--- src/rtl/mcuspi_rx.sv ---
// SPI (mode 0, MSB first) receiver for MCU commands, fully synchronous to clk_sys.
// Pins are oversampled; bytes are strobed out with their index within the chip-select frame.
module mcuspi_rx #(
    parameter int FRAME_BYTES = 32,
    parameter int SYNC_STAGES = 2
) (
    input  logic       clk_sys,
    input  logic       rst,
    input  logic       mcu_csn,
    input  logic       mcu_sck,
    input  logic       mcu_mosi,
    output logic [7:0] spi_data,
    output logic       spi_vld,
    output logic [4:0] spi_idx,
    output logic       spi_sof,
    output logic       spi_eof,
    output logic       spi_err,
    output logic       spi_ovf
);

    localparam int BCW = $clog2(FRAME_BYTES + 1);

    typedef enum logic [1:0] {IDLE, RECV, DROP} state_t;

    state_t state, state_nxt;

    logic [SYNC_STAGES:0] csn_q, sck_q, mosi_q, fill;
    logic [2:0]           bit_cnt;
    logic [BCW-1:0]       byte_cnt;
    logic [7:0]           shifter;
    logic                 eof_pend;

    logic csn_cur, csn_prv, sck_cur, sck_prv, mosi_s, sync_ok;
    logic csn_fall, csn_rise, sck_rise, bit_take, byte_done;
    logic start, emit_vld, set_ovf, end_frame;

    always_ff @(posedge clk_sys) begin
        if (rst) begin
            csn_q  <= '1;
            sck_q  <= '0;
            mosi_q <= '0;
            fill   <= '0;
        end else begin
            csn_q  <= {csn_q[SYNC_STAGES-1:0], mcu_csn};
            sck_q  <= {sck_q[SYNC_STAGES-1:0], mcu_sck};
            mosi_q <= {mosi_q[SYNC_STAGES-1:0], mcu_mosi};
            fill   <= {fill[SYNC_STAGES-1:0], 1'b1};
        end
    end

    // Edges are suppressed until the chains hold real pin samples, so a csn
    // held low across reset cannot fake a falling edge.
    assign sync_ok  = fill[SYNC_STAGES];
    assign csn_cur  = csn_q[SYNC_STAGES-1];
    assign csn_prv  = csn_q[SYNC_STAGES];
    assign sck_cur  = sck_q[SYNC_STAGES-1];
    assign sck_prv  = sck_q[SYNC_STAGES];
    assign mosi_s   = mosi_q[SYNC_STAGES];

    assign csn_fall = sync_ok &  csn_prv & ~csn_cur;
    assign csn_rise = sync_ok & ~csn_prv &  csn_cur;
    assign sck_rise = sync_ok & ~sck_prv &  sck_cur;

    // A bit coinciding with the csn rising edge still counts (csn was low a cycle ago).
    assign bit_take  = (state != IDLE) & sck_rise & (~csn_cur | csn_rise);
    assign byte_done = bit_take & (bit_cnt == 3'd7);

    always_ff @(posedge clk_sys) begin
        if (rst) state <= IDLE;
        else     state <= state_nxt;
    end

    always_comb begin
        state_nxt = state;
        start     = 1'b0;
        emit_vld  = 1'b0;
        set_ovf   = 1'b0;
        end_frame = 1'b0;
        case (state)
            IDLE: begin
                if (csn_fall) begin
                    state_nxt = RECV;
                    start     = 1'b1;
                end
            end
            RECV: begin
                if (byte_done) begin
                    emit_vld = 1'b1;
                    if (byte_cnt == BCW'(FRAME_BYTES - 1)) state_nxt = DROP;
                end
                if (csn_rise) begin
                    state_nxt = IDLE;
                    end_frame = 1'b1;
                end
            end
            DROP: begin
                set_ovf = byte_done;
                if (csn_rise) begin
                    state_nxt = IDLE;
                    end_frame = 1'b1;
                end
            end
            default: state_nxt = IDLE;
        endcase
    end

    always_ff @(posedge clk_sys) begin
        if (rst) begin
            bit_cnt  <= '0;
            byte_cnt <= '0;
            shifter  <= '0;
            eof_pend <= 1'b0;
            spi_data <= '0;
            spi_vld  <= 1'b0;
            spi_idx  <= '0;
            spi_sof  <= 1'b0;
            spi_eof  <= 1'b0;
            spi_err  <= 1'b0;
            spi_ovf  <= 1'b0;
        end else begin
            spi_vld <= emit_vld;
            spi_sof <= emit_vld & (byte_cnt == '0);
            if (start) begin
                bit_cnt  <= '0;
                byte_cnt <= '0;
                shifter  <= '0;
            end else if (bit_take) begin
                bit_cnt <= bit_cnt + 3'd1;
                shifter <= {shifter[6:0], mosi_s};
            end
            if (emit_vld) begin
                spi_data <= {shifter[6:0], mosi_s};
                spi_idx  <= 5'(byte_cnt);
                byte_cnt <= byte_cnt + BCW'(1);
            end
            if (start)        spi_ovf <= 1'b0;
            else if (set_ovf) spi_ovf <= 1'b1;
            // A frame ending on its last bit reports eof one cycle after the byte strobe.
            eof_pend <= end_frame & byte_done;
            spi_eof  <= (end_frame & ~byte_done) | eof_pend;
            spi_err  <= end_frame & ~byte_done & (bit_cnt != 3'd0);
        end
    end

endmodule

--- config.mk ---
export PLATFORM = sky130hd
export DESIGN_NAME = mcuspi_rx
export DESIGN_NICKNAME = d
export VERILOG_FILES = /design/src/rtl/mcuspi_rx.sv
export SDC_FILE = /design/constraint.sdc
export NUM_CORES = 1
export LEC_CHECK = 0
export ABC_CLOCK_PERIOD_IN_PS = 1700
export CELL_PAD_IN_SITES_DETAIL_PLACEMENT = 1
export CELL_PAD_IN_SITES_GLOBAL_PLACEMENT = 1
export CORE_MARGIN = 2
export CORE_UTILIZATION = 37
export CTS_BUF_LIST = sky130_fd_sc_hd__clkbuf_4 sky130_fd_sc_hd__clkbuf_8 sky130_fd_sc_hd__clkbuf_16
export DETAILED_ROUTE_END_ITERATION = 8
export GPL_ROUTABILITY_DRIVEN = 0
export PLACE_DENSITY_LB_ADDON = 0.12
export SKIP_LAST_GASP = 1
export SLEW_MARGIN = 20
export SYNTH_ARGS = -nofsm -noshare
export SYNTH_HDL_FRONTEND = slang
export SYNTH_SLANG_ARGS = --single-unit
--- constraint.sdc ---
create_clock -name clk_sys -period 1.7 [get_ports clk_sys]
set_input_delay 0.255 -clock clk_sys [delete_from_list [all_inputs] [get_ports clk_sys]]
set_output_delay 0.255 -clock clk_sys [all_outputs]
set_load 0.05 [all_outputs]
==> results of run 1 <==
## cell usage in the layout, fill, tap and decap left out, types with 4 or more instances in the layout
cell	netlist	routed
nor2b_1	10	10
ha_1	8	7
nand3_1	5	5
a211oi_1	4	4
dfxtp_1	49	48
mux2i_1	11	11
or2_2	4	4
nor2_1	13	13
buf_4	0	28
clkdlybuf4s50_1	0	5
clkbuf_8	0	5
inv_1	10	9
nand2_1	35	35
a21oi_1	22	19
## cell type report
cell class	count	area [um2]
Inverter	10	37.5
Timing Repair Buffer	34	280
Clock buffer	5	68.8
Fill cell	614	2630
Clock inverter	3	46.3
Multi-Input combinational cell	136	873
Tap cell	70	87.6
Sequential cell	49	982
## per-layer routing
metal	routed length, um	up-vias	share of wire (%)	track usage [%]
met5	0	-	0	0
met4	85	0	2.1	7.02
met3	137	8	3.4	4.50
met2	1960	26	49	27.1
met1	1840	679	46	17.5
li1	-	741	-	-
## through the flow
step / hold slack, ns / util, % / TNS (ns) / instances / total power, mW
2_1_floorplan: 0.359 / - / 0 / 204 / 1.28
3_3_place_gp: 0.394 / 43.9 / 0 / 298 / 1.32
3_5_place_dp: 0.412 / 43.9 / -0.827 / 298 / 1.33
4_1_cts: 0.434 / 46.5 / -0.0708 / 307 / 2.19
5_1_grt: 0.448 / 47.4 / -0.0493 / 307 / 2.25
6_report: 0.427 / 47.4 / 0 / 307 / 2.16
## state kept, by name, indices dropped and copies added, names as in the netlist
signal	flops
shifter	7
mosi_q	3
spi_ovf	1
fill	3
spi_eof	1
state	2
spi_vld	1
byte_cnt	6
spi_sof	1
spi_idx	5
spi_err	1
csn_q	3
eof_pend	1
sck_q	3
spi_data	8
bit_cnt	3
## worst max-delay path by stage
stage / start / endpoint / cells past startpoint
after floorplan: state[0] / byte_cnt[4] / 9
after CTS: state[1] / byte_cnt[1] / 6
after detailed placement: bit_cnt[1] / spi_data[4] / 7
after global placement: bit_cnt[0] / byte_cnt[1] / 6
after global routing: state[1] / spi_sof / 7
final: spi_vld / spi_vld / 1
## power by group through the flow
| stage | Clock [mW] | Combinational, mW | Sequential (mW) |
|---|---|---|---|
| after global placement | 0 | 0.118 | 1.20 |
| final | 0.838 | 0.142 | 1.18 |
| after detailed placement | 0 | 0.128 | 1.20 |
| after global routing | 0.910 | 0.158 | 1.18 |
| after floorplan | 0 | 0.0788 | 1.20 |
| after CTS | 0.879 | 0.133 | 1.17 |
## repair_timing
action	4_1_cts	5_1_grt
gates resized for setup	4	11
hold endpoints to repair	0	0
setup endpoints to repair	29	31
gates cloned	1	0
pin swaps	1	3
setup buffers	0	0
## cell families (layout without fill, tap and decap cells)
kind of cell,after synthesis,in the layout,synth area share (%)
simple gates,81,82,21.1
flops,49,49,51.9
compound gates,34,34,10.2
buf+inv,20,52,5.23
mux,11,11,5.82
fa+ha+maj,8,8,5.29
xor+xnor,1,1,0.463
==> run summary, run 1 <==
========================================================================================
Core box area                                                                0.00501 mm2
Crit path arrival time                                                           1.40 ns
Int Pwr                                                                          1.68 mW
Switch Pwr                                                                      0.479 mW
Layout cells sized above 1                                                         22.8%
Most instantiated flip-flop cell in the synthesis netlist                        dfxtp_1
Crit. End Element                                                            output port
#FFs+latches synth                                                                    49
Max Cap Viol                                                                           0
Critical Path Start Type                                                       flip-flop
Peak clock frequency supported by timing                                       0.603 GHz
Cell area after placement                                                    0.00220 mm2
Tightest Pin Transition                                                         0.491 ns
Largest net degree at the start of global routing                                     21
Cell types with the highest counts after synthesis                          dfxtp_1 (49), nand2_1 (35), a21oi_1 (22)
Grt ovf                                                                                0
CP Buf/Inv Count                                                                       1
I/O pin count                                                                         23
Number of failing setup endpoints in the final timing report                           0
Total global routing track utilization                                             15.5%
Final-stage net count                                                                249
Post-layout worst setup margin                                                 0.0413 ns
Area growth from synthesis to layout                                               25.7%
Critical path, cell by cell                                                 clkdlybuf4s50_1
Share of power burned in registers                                                 54.5%
Cell type of the slowest stage on the worst timing path                     clkdlybuf4s50_1
Portion of the clock cycle consumed by the worst path in the final layout          97.6%
Top-area cell type share of the netlist area                                       51.9%
Worst IR drop on VDD                                                              439 uV
Area of all placed cells without fillers                                     0.00238 mm2
Vias per Instance                                                                   4.74
Wire length of the first global-routing pass                                     6570 um
Kind of path behind the tightest hold check                                 flip-flop to flip-flop
Port Buffer Count                                                                     22
Max_slew headroom                                                                  67.2%
Family with the most delay on the worst path                                buffers and inverters
Length in cells of the worst reg-to-reg path                                           6
Final hold violation count                                                             0
R2r setup slk                                                                    0.04 ns
Hold path depth                                                                        1
Nets in the synthesized netlist                                                      217
Die height                                                                       75.5 um
Synth warnings                                                                         0
TritonRoute pass-1 iters                                                               4
Worst EP required                                                                1.44 ns
Static leakage                                                                  0.985 nW
Leading cell types by total area after synthesis                            dfxtp_1 (52%), nand2_1 (6.9%), a21oi_1 (5.8%)
DRC violation count after routing                                                      0
Delay contributed by the slowest stage of the critical path                      0.79 ns
Starting Density                                                                   37.7%
Buffer type at the clock tree root                                              clkbuf_8
TritonCTS clock tree                                                                 yes
Number of antenna-violating nets in the routed design                                  0
Hold Path End                                                                   csn_q[1]
Critical Path Fanout Max                                                               1
Sink count of the clock tree                                                          49
Worst slack after detailed placement                                          -0.0673 ns
Register area share after synthesis                                                51.9%
Insertion delay of the later-clocked pin in the worst-skew pair                  0.31 ns
Post-synthesis instance area                                                 0.00189 mm2
Combinational cell fraction of total power                                          6.6%
Clock-pin slew of the registers on the worst-case setup and hold paths           0.09 ns
Initial antenna violation count                                                        0
Total of hold buffers inserted after clock tree synthesis                              0
Number of cells produced by synthesis                                                204
Wire length reported by the detailed router                                      4020 um
Capturing point of the worst reg2reg path                                    byte_cnt[1]
Library cell with the highest instance count after synthesis                     dfxtp_1
Async set-reset flop share out of synthesis                                           0%
Placement row count                                                                   26
Count of distinct cell types in the synthesized netlist                               31
Class of the most critical setup path                                       flip-flop to output port
HPWL after detailed placement                                                    2840 um
Leading area contributor after synthesis                                         dfxtp_1
Final min period                                                                 1.66 ns
Full die area                                                                0.00570 mm2
Worst R2R Start                                                               bit_cnt[0]
RSZ-0062 raised after global routing                                                true
Number of enable flip-flop cells after synthesis                                       0
Switching share of total power                                                     22.2%
CTS max path bufs                                                                      2
Final Slew Violations                                                                  0
Mean routed wirelength per cell                                                  13.1 um
Worst clock skew                                                              0.00705 ns
Clock buffers created by TritonCTS                                                     5
Number of levels in the clock H-tree                                                   2
Vias in the first global route                                                      1468
Power share of the clock group                                                     38.9%
Pwr Density                                                                   907 mW/mm2
Die Width                                                                        75.5 um
Start point of the worst hold path                                              csn_q[0]
Result of the run                                                           finished clean
Synthesized area per cell                                                       9.27 um2
N_diodes                                                                               0
Vias after detailed routing                                                         1454
Detailed router's first-iteration violation count                                     34
========================================================================================
Power figures use the tool's default switching activity.
==> run 2, diff against run 1 <==
- CELL_PAD_IN_SITES_DETAIL_PLACEMENT: 1 -> 0
- CELL_PAD_IN_SITES_GLOBAL_PLACEMENT: 1 -> 2
- CORE_UTILIZATION: 37 -> 30
==> run 2 against run 1 <==
Via count grew 1.7%; sequential power about the same; clock power increased by 4.4%; core utilization fell by 5.9 points; critical path type is now flip-flop to flip-flop; sequential share of layout area shrank 1.7 points; non-clock buffer count grew 6; largest cell class unchanged; final cell count up 3.6%; register-to-register slack hardly changed.
==> run summary, run 2 (synthesized netlist as in run 1, its figures left out) <==
========================================================================================
Cell type of the slowest stage on the worst timing path                         and4bb_4   was clkdlybuf4s50_1
Die Width                                                                        83.4 um   was 75.5 um
Family with the most delay on the worst path                                simple AND/OR/NAND/NOR gates   was buffers and inverters
Worst IR drop on VDD                                                              411 uV   was 439 uV
Switch Pwr                                                                      0.463 mW   was 0.479 mW
Vias per Instance                                                                   4.65   was 4.74
Number of failing setup endpoints in the final timing report                           0   unchanged
Register with the most flip-flops                                               spi_data   unchanged
Wire length reported by the detailed router                                      4020 um   unchanged
Critical Path Start Type                                                       flip-flop   unchanged
N_diodes                                                                               0   unchanged
TritonRoute pass-1 iters                                                               4   unchanged
Critical path, cell by cell                                                 inv_2 > ha_4 > and4bb_4 > nand3_4 > or3_1 > a31oi_1   was clkdlybuf4s50_1
Starting Density                                                                   31.6%   was 37.7%
Crit. End Element                                                              flip-flop   was output port
Cells after DPL                                                                      306   was 298
Max_slew headroom                                                                  77.0%   was 67.2%
Post-layout worst setup margin                                                 0.0551 ns   was 0.0413 ns
Final hold violation count                                                             0   unchanged
Total global routing track utilization                                             11.5%   was 15.5%
Total of hold buffers inserted after clock tree synthesis                              0   unchanged
Power share of the clock group                                                     39.8%   was 38.9%
I/O pin count                                                                         23   unchanged
Max Cap Viol                                                                           0   unchanged
Port Buffer Count                                                                     22   unchanged
Die height                                                                       83.4 um   was 75.5 um
Number of flip-flops under the largest register name                                   8   unchanged
Sink count of the clock tree                                                          49   unchanged
Number of antenna-violating nets in the routed design                                  0   unchanged
Result of the run                                                           finished clean   unchanged
Switching share of total power                                                     21.1%   was 22.2%
Crit path arrival time                                                           1.86 ns   was 1.40 ns
Core box area                                                                0.00599 mm2   was 0.00501 mm2
Int Pwr                                                                          1.73 mW   was 1.68 mW
Kind of path behind the tightest hold check                                 flip-flop to flip-flop   unchanged
Peak clock frequency supported by timing                                       0.608 GHz   was 0.603 GHz
Combinational cell fraction of total power                                          6.7%   was 6.6%
Cell area after placement                                                    0.00222 mm2   was 0.00220 mm2
Registers with the highest flip-flop counts                                 spi_data: 8 flops, shifter: 7 flops, byte_cnt: 6 flops   unchanged
DRC violation count after routing                                                      0   unchanged
Grt ovf                                                                                0   unchanged
Clock buffers created by TritonCTS                                                     5   unchanged
Critical Path Fanout Max                                                               6   was 1
Full die area                                                                0.00695 mm2   was 0.00570 mm2
Number of levels in the clock H-tree                                                   2   unchanged
Insertion delay of the later-clocked pin in the worst-skew pair                  0.30 ns   was 0.31 ns
Worst slack after detailed placement                                        -0.000261 ns   was -0.0673 ns
Most frequent standard cell in the layout excluding fill and tap cells           dfxtp_1   unchanged
Layout cells sized above 1                                                         28.8%   was 22.8%
Vias after detailed routing                                                         1479   was 1454
Top library cells by usage in the layout, fill and taps aside               dfxtp_1 (45), nand2_1 (35), buf_4 (32)   was dfxtp_1 (48), nand2_1 (35), buf_4 (28)
Largest net degree at the start of global routing                                     18   was 21
Area growth from synthesis to layout                                               31.5%   was 25.7%
Clock-pin slew of the registers on the worst-case setup and hold paths           0.08 ns   was 0.09 ns
CTS max path bufs                                                                      2   unchanged
Share of power burned in registers                                                 53.5%   was 54.5%
Total Power Consumption                                                          2.20 mW   was 2.16 mW
RSZ-0062 raised after global routing                                                true   unchanged
Final sum of negative setup slack                                                   0 ns   unchanged
Wire length of the first global-routing pass                                     6500 um   was 6570 um
Portion of the clock cycle consumed by the worst path in the final layout          96.8%   was 97.6%
Worst clock skew                                                               0.0125 ns   was 0.00705 ns
Class of the most critical setup path                                       flip-flop to flip-flop   was flip-flop to output port
Area of all placed cells without fillers                                     0.00249 mm2   was 0.00238 mm2
Final Slew Violations                                                                  0   unchanged
HPWL after detailed placement                                                    2740 um   was 2840 um
Final-stage net count                                                                255   was 249
Detailed router's first-iteration violation count                                     40   was 34
Pwr Density                                                                   884 mW/mm2   was 907 mW/mm2
Mean routed wirelength per cell                                                  12.6 um   was 13.1 um
Post-layout instance count excluding filler cells                                    318   was 307
Delay contributed by the slowest stage of the critical path                      0.39 ns   was 0.79 ns
Tightest Pin Transition                                                         0.344 ns   was 0.491 ns
TritonCTS clock tree                                                                 yes   unchanged
Placement row count                                                                   28   was 26
Worst EP required                                                                1.92 ns   was 1.44 ns
Final min period                                                                 1.64 ns   was 1.66 ns
CP Buf/Inv Count                                                                       1   unchanged
Buffer type at the clock tree root                                              clkbuf_8   unchanged
Static leakage                                                                   1.01 nW   was 0.985 nW
Initial antenna violation count                                                        0   unchanged
Vias in the first global route                                                      1349   was 1468
========================================================================================
[run 2: cell types whose count changed in the layout (fill, tap and decap cells not counted), sizes merged]
cell           previous run  this run
clkdlybuf4s50             5         4
clkinv                    1         0
clkbuf                    5         7
clkinvlp                  1         0
buf                      29        36
[run 2: layout make-up]
type / count / area, um2
clock inverter: 1 / 30.0
timing repair buffer: 40 / 334
clock buffer: 7 / 90.1
inverter: 10 / 37.5
fill: 578 / 3500
tap: 75 / 93.8
sequential: 49 / 986
multi-input combinational: 136 / 915
[run 2: worst paths after layout]
check                start          end  slack [ns]  cells after the start
hold reg to reg   csn_q[0]     csn_q[1]        0.42                      1
setup reg to reg  state[1]  byte_cnt[5]        0.06                      6
hold / removal    csn_q[0]     csn_q[1]        0.42                      1
setup / recovery  state[1]  byte_cnt[5]        0.06                      6
[run 2: timing repair]
action	CTS	global route
cloned	0	1
pin swaps	2	6
buffers inserted	0	4
gates resized for setup	1	27
setup endpoints to repair	4	21
[run 2: metal layers]
layer,GRT usage [%],vias to the layer above,wire [um]
met1,15.2,697,1930
met5,0,-,0
met4,3.58,0,34
met2,18.3,24,1900
li1,-,753,-
met3,3.08,5,157
[run 2: through the flow]
step / hold WS (ns) / utilization, %
2_1_floorplan: 0.359 / -
3_3_place_gp: 0.395 / 37.1
3_5_place_dp: 0.397 / 37.1
4_1_cts: 0.420 / 39.1
5_1_grt: 0.426 / 41.5
6_report: 0.417 / 41.5
[run 2: power by group through the flow]
| stage | Clock [mW] | Sequential [mW] | Combinational (mW) |
|---|---|---|---|
| finish | 0.875 | 1.18 | 0.147 |
| global route | 0.942 | 1.18 | 0.164 |
| CTS | 0.893 | 1.17 | 0.128 |
| detailed placement | 0 | 1.20 | 0.128 |
| global placement | 0 | 1.20 | 0.125 |
| floorplan | 0 | 1.20 | 0.0788 |
